===== src/rtl/latch_bank_pkg.sv =====
// Shared types and helpers for the latch bank write sequencer.
package latch_bank_pkg;

  typedef enum logic [2:0] {
    S_IDLE,
    S_SETUP,
    S_GATE,
    S_HOLD,
    S_ACK
  } state_t;

  localparam int CNT_W = 4;

  function automatic int clog2(input int value);
    int r;
    int v;
    r = 0;
    v = value - 1;
    while (v > 0) begin
      r++;
      v = v >> 1;
    end
    return r;
  endfunction

endpackage


===== src/rtl/latch_bank_sequencer_rr_arbiter.sv =====
// Combinational round-robin arbiter: grants the first requester at or after
// the search start index, wrapping modulo NREQ.
module rr_arbiter
  import latch_bank_pkg::*;
#(
  parameter int NREQ = 4
) (
  input  logic [NREQ-1:0]        req,
  input  logic [clog2(NREQ)-1:0] pointer,
  output logic [NREQ-1:0]        grant,
  output logic [clog2(NREQ)-1:0] grant_idx
);

  localparam int IW = clog2(NREQ);

  // Scan from farthest to nearest so the nearest active requester wins.
  always_comb begin
    int j;
    logic [IW-1:0] idx;
    grant     = '0;
    grant_idx = '0;
    j         = 0;
    idx       = '0;
    for (int k = NREQ - 1; k >= 0; k--) begin
      j = int'(pointer) + k;
      if (j >= NREQ) begin
        j = j - NREQ;
      end
      idx = IW'(j);
      if (req[idx]) begin
        grant      = '0;
        grant[idx] = 1'b1;
        grant_idx  = idx;
      end
    end
  end

endmodule


===== src/rtl/latch_bank_sequencer.sv =====
// Round-robin setup/gate/hold write sequencer for a shared bank of D-latch words.
// Optional readback check enabled by defining LATCH_BANK_READBACK_EN.
module latch_bank_sequencer
  import latch_bank_pkg::*;
#(
  parameter int NREQ      = 4,
  parameter int NLAT      = 8,
  parameter int DW        = 8,
  parameter int SETUP_CYC = 1,
  parameter int GATE_CYC  = 2,
  parameter int HOLD_CYC  = 1
) (
  input  logic                          Clk,
  input  logic                          Resetn,
  input  logic [NREQ-1:0]               req,
  input  logic [NREQ*clog2(NLAT)-1:0]   wr_addr,
  input  logic [NREQ*DW-1:0]            wr_data,
`ifdef LATCH_BANK_READBACK_EN
  input  logic [NLAT*DW-1:0]            lat_q,
  output logic                          wr_err,
  output logic [clog2(NREQ)-1:0]        err_id,
`endif
  output logic [NREQ-1:0]               ack,
  output logic [DW-1:0]                 lat_d,
  output logic [NLAT-1:0]               lat_gate,
  output logic                          busy,
  output logic [clog2(NREQ)-1:0]        grant_id
);

  localparam int AW = clog2(NLAT);
  localparam int IW = clog2(NREQ);
  localparam logic [CNT_W-1:0] SETUP_LOAD = CNT_W'(SETUP_CYC - 1);
  localparam logic [CNT_W-1:0] GATE_LOAD  = CNT_W'(GATE_CYC - 1);
  localparam logic [CNT_W-1:0] HOLD_LOAD  = CNT_W'(HOLD_CYC - 1);

  state_t           state_reg, state_next;
  logic [CNT_W-1:0] cnt_reg, cnt_next;
  logic [AW-1:0]    addr_reg;
  logic [DW-1:0]    data_reg;
  logic [IW-1:0]    grant_reg;
  logic [NREQ-1:0]  grant_oh_reg;
  logic [IW-1:0]    ptr_reg;
  logic [NREQ-1:0]  arb_grant;
  logic [IW-1:0]    arb_idx;
  logic [AW-1:0]    addr_arr [NREQ];
  logic [DW-1:0]    data_arr [NREQ];
  logic [NLAT-1:0]  gate_dec;

  genvar gi;
  generate
    for (gi = 0; gi < NREQ; gi++) begin : g_unpack
      assign addr_arr[gi] = wr_addr[gi*AW +: AW];
      assign data_arr[gi] = wr_data[gi*DW +: DW];
    end
    for (gi = 0; gi < NLAT; gi++) begin : g_gate_dec
      assign gate_dec[gi] = (addr_reg == AW'(gi));
    end
  endgenerate

  // ptr_reg holds the next search start (last grant + 1), so reset value 0
  // gives requester 0 top priority on the first grant.
  rr_arbiter #(
    .NREQ(NREQ)
  ) u_arb (
    .req      (req),
    .pointer  (ptr_reg),
    .grant    (arb_grant),
    .grant_idx(arb_idx)
  );

  always_comb begin
    state_next = state_reg;
    cnt_next   = cnt_reg;
    case (state_reg)
      S_IDLE: begin
        if (|req) begin
          state_next = S_SETUP;
          cnt_next   = SETUP_LOAD;
        end
      end
      S_SETUP: begin
        if (cnt_reg == '0) begin
          state_next = S_GATE;
          cnt_next   = GATE_LOAD;
        end else begin
          cnt_next = cnt_reg - 1'b1;
        end
      end
      S_GATE: begin
        if (cnt_reg == '0) begin
          state_next = S_HOLD;
          cnt_next   = HOLD_LOAD;
        end else begin
          cnt_next = cnt_reg - 1'b1;
        end
      end
      S_HOLD: begin
        if (cnt_reg == '0) begin
          state_next = S_ACK;
          cnt_next   = '0;
        end else begin
          cnt_next = cnt_reg - 1'b1;
        end
      end
      S_ACK: begin
        state_next = S_IDLE;
        cnt_next   = '0;
      end
      default: begin
        state_next = S_IDLE;
        cnt_next   = '0;
      end
    endcase
  end

  // Gate, ack and busy are registered from state_next so the latch enables
  // come straight off flops and stay glitch-free.
  always_ff @(posedge Clk or negedge Resetn) begin
    if (!Resetn) begin
      state_reg    <= S_IDLE;
      cnt_reg      <= '0;
      addr_reg     <= '0;
      data_reg     <= '0;
      grant_reg    <= '0;
      grant_oh_reg <= '0;
      ptr_reg      <= '0;
      lat_gate     <= '0;
      ack          <= '0;
      busy         <= 1'b0;
    end else begin
      state_reg <= state_next;
      cnt_reg   <= cnt_next;
      if (state_reg == S_IDLE && |req) begin
        addr_reg     <= addr_arr[arb_idx];
        data_reg     <= data_arr[arb_idx];
        grant_reg    <= arb_idx;
        grant_oh_reg <= arb_grant;
      end
      if (state_reg == S_ACK) begin
        ptr_reg <= (grant_reg == IW'(NREQ - 1)) ? '0 : grant_reg + IW'(1);
      end
      lat_gate <= (state_next == S_GATE) ? gate_dec : '0;
      ack      <= (state_next == S_ACK) ? grant_oh_reg : '0;
      busy     <= (state_next == S_SETUP) || (state_next == S_GATE) ||
                  (state_next == S_HOLD);
    end
  end

  assign lat_d    = data_reg;
  assign grant_id = grant_reg;

`ifdef LATCH_BANK_READBACK_EN
  logic [DW-1:0] q_arr [NLAT];

  generate
    for (gi = 0; gi < NLAT; gi++) begin : g_q_unpack
      assign q_arr[gi] = lat_q[gi*DW +: DW];
    end
  endgenerate

  // Sticky: only the first failing write is recorded.
  always_ff @(posedge Clk or negedge Resetn) begin
    if (!Resetn) begin
      wr_err <= 1'b0;
      err_id <= '0;
    end else if (state_reg == S_ACK && !wr_err && q_arr[addr_reg] != data_reg) begin
      wr_err <= 1'b1;
      err_id <= grant_reg;
    end
  end
`endif

endmodule


===== config.mk =====
export PLATFORM = sky130hd
export DESIGN_NAME = latch_bank_sequencer
export DESIGN_NICKNAME = d
export VERILOG_FILES = /design/src/rtl/latch_bank_pkg.sv /design/src/rtl/latch_bank_sequencer_rr_arbiter.sv /design/src/rtl/latch_bank_sequencer.sv
export SDC_FILE = /design/constraint.sdc
export NUM_CORES = 1
export LEC_CHECK = 0
export CAP_MARGIN = 20
export CORE_MARGIN = 2
export CORE_UTILIZATION = 52
export CTS_CLUSTER_DIAMETER = 200
export DETAILED_ROUTE_END_ITERATION = 6
export PLACE_DENSITY = 0.95
export SKIP_LAST_GASP = 1
export SLEW_MARGIN = 20
export SYNTH_ARGS = -nofsm -noshare
export SYNTH_HDL_FRONTEND = slang
export SYNTH_SLANG_ARGS = --single-unit

===== constraint.sdc =====
create_clock -name Clk -period 8.35 [get_ports Clk]
set_input_delay 1.67 -clock Clk [delete_from_list [all_inputs] [get_ports Clk]]
set_output_delay 1.67 -clock Clk [all_outputs]
set_load 0.01 [all_outputs]

======== Word level (Yosys, flattened, before mapping) ========
Index checks and enable logic that the tools add are counted.
storage, ports and cells
  register bits after elaboration ......... 39
  input bits .............................. 50
  word-level logic and storage cells ...... 108
operators by class
  mux-type cells .......................... 46
  bitwise gates (word level) .............. 1
  $lt $le $gt $ge ......................... 13
  add/sub/neg operators ................... 9
  eq/ne operators ......................... 17
  reduce and logical (&&, ||, !) cells .... 12
operators by type and width
  operator               number
  $mux W4                8
  $mux W8                3
  $eq A3 B2 Y1 const B   6
  $eq A3 B3 Y1 const B   6
  $mux W2                9
  $mux W3                6
  $bmux W8 S2            1
  $ge A3 B3 Y1 const B   4
  $lt A2 B3 Y1 const B   4
  $pmux W3 S4            1
  $pmux W4 S3            1
  $eq A3 B1 Y1 const B   3
  $bmux W1 S2            4
  $demux W1 S2           4
  $ge A2 B1 Y1 const B   4
  $mux W1                8
  $sub A2 B1 Y2 const B  4
  $add A2 B2 Y3 const B  2
  $bmux W3 S2            1
  $logic_not A3 Y1       2
  $logic_and A1 B1 Y1    5
  $logic_not A4 Y1       1
  $reduce_or A4 Y1       1
  $sub A4 B1 Y4 const B  1
  other kinds (8)        9

======== Logic depth before layout (Yosys ltp) ========
  word-level depth ........................ 13
  depth in mapped cells ................... 11

======== Cells and area by module ========
From an unflattened synthesis, not the netlist that was laid out.
unflattened totals
  cell total of the unflattened synthesis .. 192
  area, all modules ....................... 2416.1 µm²
modules (own cells, without submodules)
  module                instances  area an instance (µm²)  cells each
  latch_bank_sequencer  1          1920.6                  132
  rr_arbiter            1          495.5                   60

======== Worst setup path after synthesis ========
Ideal clock, no wire load.
  path kind ............................... input port to flip-flop
  start point ............................. input req[0]
  end point ............................... register addr_reg[1]
  required time ........................... 8.227 ns
  data arrival time ....................... 3.367 ns
  stages on the path ...................... 8
  slack ................................... 4.860 ns
  cells stage by stage .................... mux4_2 nor2b_2 buf_4 o211ai_2 and2_4 buf_6 mux2_4 o221a_1
between the ends
  longest elaborated chain between the ends .. 10
  elaborated cells on any way between the ends .. 18
  classes of those cells .................. mux (15); bitwise (1); reduce/logical (2)
RTL lines
  element                                     line                                   RTL
  start: declaration                          latch_bank_sequencer.sv:15             input logic [NREQ-1:0] req,
  $bmux W1 S2                                 latch_bank_sequencer_rr_arbiter.sv:30  if (req[idx]) begin
  $mux W1 (implied by the code)               latch_bank_sequencer_rr_arbiter.sv:30
  $mux W2 (4 in a row)                        latch_bank_sequencer_rr_arbiter.sv:30
  $not A2 Y3 (implied by the code)            latch_bank_sequencer.sv:134            addr_reg <= addr_arr[arb_idx];
  $bmux W3 S2                                 latch_bank_sequencer.sv:134
  $mux W3 (implied by the code) (2 in a row)  latch_bank_sequencer.sv:134
  end signal: assignment                      latch_bank_sequencer.sv:134
  end: declaration                            latch_bank_sequencer.sv:38             logic [AW-1:0] addr_reg;
Parallel ways exist; a longest one is shown, timed or not. The select of a mux whose other input is x is not followed.
A chain may end at the register's enable or synchronous reset.

======== Final worst setup path ========
  start point ............................. input req[3]
  end point ............................... register addr_reg[1]
The elaborated chain is that of the path after synthesis.

==> run_results.csv <==
group,metric,value,unit
outcome,run_status,"complete, no violations",
yosys,synth_top_area_cell,"dfrtp_1",
flow_run,max_cap_viol_count,0,
setup_path,cp_max_fo,23,
place,pre_cts_ws,3450,ps
drt,drt_iter0_markers,145,
sta,worst_pin_slew,978,ps
yosys,yosysWarnings,0,
place,numPortBuffers,72,
yosys,syn_area_per_cell,9.57,µm²
cells_and_area,drive_above_1_share,0.131,
sta,finalCritPeriodShare,0.505,
yosys,synth.most_common_cell,"dfrtp_1",
global_routing,grt_pass1_wl,10100,µm
min_path,hp-class,"reg2reg",
cts,ctsHoldBuffers,0,
floorplanning,dieWidth,74.9,µm
sta,max-slew-margin-rel,0.345,
yosys,yosysSeqAreaShare,0.374,
power,internal-power,668,µW
setup_path,cp-start-kind,"input pin",
place,place_congestion,1.13,
global_routing,antenna_found_initial,0,
power,peakVddDrop,0.000219,V
sta,finalWorstSetupSlack,4130,ps
setup_path,slowest_stage,"and3b_1",
cts,clock_path_buffers,2,
yosys,synth_ff_type,"dfrtp_1",
yosys,synth-edff-count,0,
floorplanning,rows,25,
power,leakage,1.39,nW
cts,tritoncts,"built",
yosys,synth_cell_type_count,50,
setup_path,worstPathArrival,4410,ps
global_routing,busiest_layer,"met2",
cts,cts_buffers,5,
cts,post_cts_buffers,0,
drt,first_pass_iters,4,
setup_path,crit_required,8540,ps
drt,post_drt_via_cell_ratio,5.75,
global_routing,track_usage,0.244,
global_routing,grt_use_met1,0.314,
cts,htreeDepth,2,
floorplanning,die_h,74.9,µm
min_path,hold_path_startpoint,"grant_oh_reg[0]",
floorplanning,pin_count,73,
sta,setup_tns,0,ps
yosys,postSynth.asyncResetShare,1.00,
yosys,syn_inst,273,
global_routing,grt_pass1_vias,2175,
sta,finalCriticalPeriod,4220,ps
sta,finalMaxSlewViolations,0,
power,p_seq_frac,0.281,
global_routing,grt_max_degree,40,
cells_and_area,area_growth,30.9,%
power,p_per_area,344,nW/µm²
yosys,synth-seq-cells,39,
sta,fmax,0.237,GHz
setup_path,crit_start,"req[3]",
setup_path,crit_chain,"clkdlybuf4s50_1, or4_1, and3b_1, inv_2, nor3_2, o21ai_0, o221a_1",
floorplanning,start_util,0.546,
sta,setup_viol,0,
power,combPwrFrac,0.610,
cts,cts.sinks,39,
setup_path,critical_path_class,"in2reg",
global_routing,use_met2,0.400,
drt,wl_per_cell,16.4,µm
yosys,syn_nets,334,
setup_path,crit_buf_inv,2,
power,clkPwrFrac,0.109,
setup_path,max_stage_delay,720,ps
min_path,whs_path_depth,1,
global_routing,grtUsageMet3,0.0562,
cts,cts_resized,0,
setup_path,critPathCaptureType,"register",
setup_path,r2r-start,"ptr_reg[0]",
cells_and_area,final_net_count,396,
yosys,synth_top_area_frac,0.374,
floorplanning,dieArea,5600,µm²
power,swShare,0.432,
drt,vias,2319,
sta,clock-skew-final,6.09,ps
cts,path_clk_slew,80,ps
sta,rsz0062_at_grt,"no",
drt,routed_wl,6630,µm
floorplanning,coreArea,4790,µm²
yosys,yosys-top-cells-count,"dfrtp_1, nand2_1, nor2_1",
drt,remaining_drc_errors,0,
setup_path,rr_worst_depth,9,
place,place_hpwl,5150,µm
drt,ant_nets,0,
setup_path,crit_family,"simple AND/OR/NAND/NOR gates",
sta,hold_violations,0,
yosys,syn_area,2610,µm²
yosys,synth.area.top_cells,"dfrtp_1, mux2_2, ha_1",
cts,clkLatencyLatePin,300,ps
power,switching_power,509,µW
cts,root_buffer,"clkbuf_8",
setup_path,cp.depth,7,
cells_and_area,num_antenna_cells,0,
global_routing,overflow,0,
## cell type report
cell class | instances | area [µm²]
inverter | 14 | 52.6
sequential | 39 | 976
multi-input combinational | 202 | 1490
clock inverter | 3 | 20.0
tap | 67 | 83.8
clock buffer | 5 | 68.8
timing repair buffer | 73 | 723
fill | 350 | 1370
## worst paths after layout
path | to | slack [ps]
setup / recovery | addr_reg[1] | 4130
hold / removal | ack[0] | 500
setup reg to reg | lat_d[7] | 4870
hold reg to reg | ack[0] | 500
max in group asynchronous | ack[2] | 6370
min in group asynchronous | lat_gate[7] | 1460
## per-stage QoR
stage | std cells | cell area [µm²] | util | total power [mW] | hold WS [ps]
after detailed placement | 395 | 3320 | 0.695 | 1.05 | 489
after global placement | 395 | 3320 | 0.695 | 1.02 | 484
after floorplan | 273 | 2610 | - | 0.853 | 454
final | 403 | 3420 | 0.714 | 1.18 | 501
after CTS | 403 | 3410 | 0.713 | 1.17 | 506
after global routing | 403 | 3420 | 0.714 | 1.27 | 535
## kinds of logic (layout without fill, tap and decap cells)
| family | count (synthesis) | count (layout) | synth area share |
|---|---|---|---|
| mux | 31 | 31 | 0.157 |
| simple gates | 96 | 96 | 0.172 |
| xor+xnor | 1 | 1 | 0.00335 |
| compound gates | 63 | 63 | 0.185 |
| fa+ha+maj | 11 | 11 | 0.0527 |
| buf+inv | 32 | 95 | 0.0561 |
| flops | 39 | 39 | 0.374 |
## cell usage in the layout, fill, tap and decap left out, types with 2 or more instances in the layout
master / count
nor2_1: 25
nor3b_1: 2
mux2_2: 14
a211oi_1: 2
nand2_1: 36
a221oi_1: 5
nor2b_1: 6
nor3_1: 8
o2111ai_1: 9
mux2i_1: 4
clkinvlp_4: 2
clkbuf_8: 5
dfrtp_1: 39
o21ai_0: 8
a21oi_1: 13
mux2_4: 8
a21o_1: 3
inv_1: 13
or3_1: 2
o221a_2: 2
ha_1: 11
clkdlybuf4s50_1: 71
o221a_1: 8
nand2b_1: 4
and2_1: 5
mux4_2: 3
## worst register-to-register path, delay by kind of cell (launching register included)
family | cells | cell delay (ps)
AO/OA/AOI/OAI | 2 | 660
AND/OR/NAND/NOR | 2 | 620
buffers and inverters | 2 | 630
flip-flops | 1 | 330
adder cells (fa/ha/maj) | 1 | 420
multiplexers | 2 | 720
## power by group through the flow
stage                     combinational, mW  clock (mW)  sequential (mW)
final                                 0.718       0.128            0.331
after global routing                  0.788       0.138            0.341
after CTS                             0.715       0.130            0.330
after detailed placement              0.712           0            0.333
after global placement                0.689           0            0.327
after floorplan                       0.528           0            0.325
## layer usage
metal,vias up,part of all wire
li1,1100,-
met1,1123,0.40
met2,83,0.52
met3,13,0.058
met4,0,0.020
met5,-,0
No activity file was read; power rests on OpenSTA's default activity.
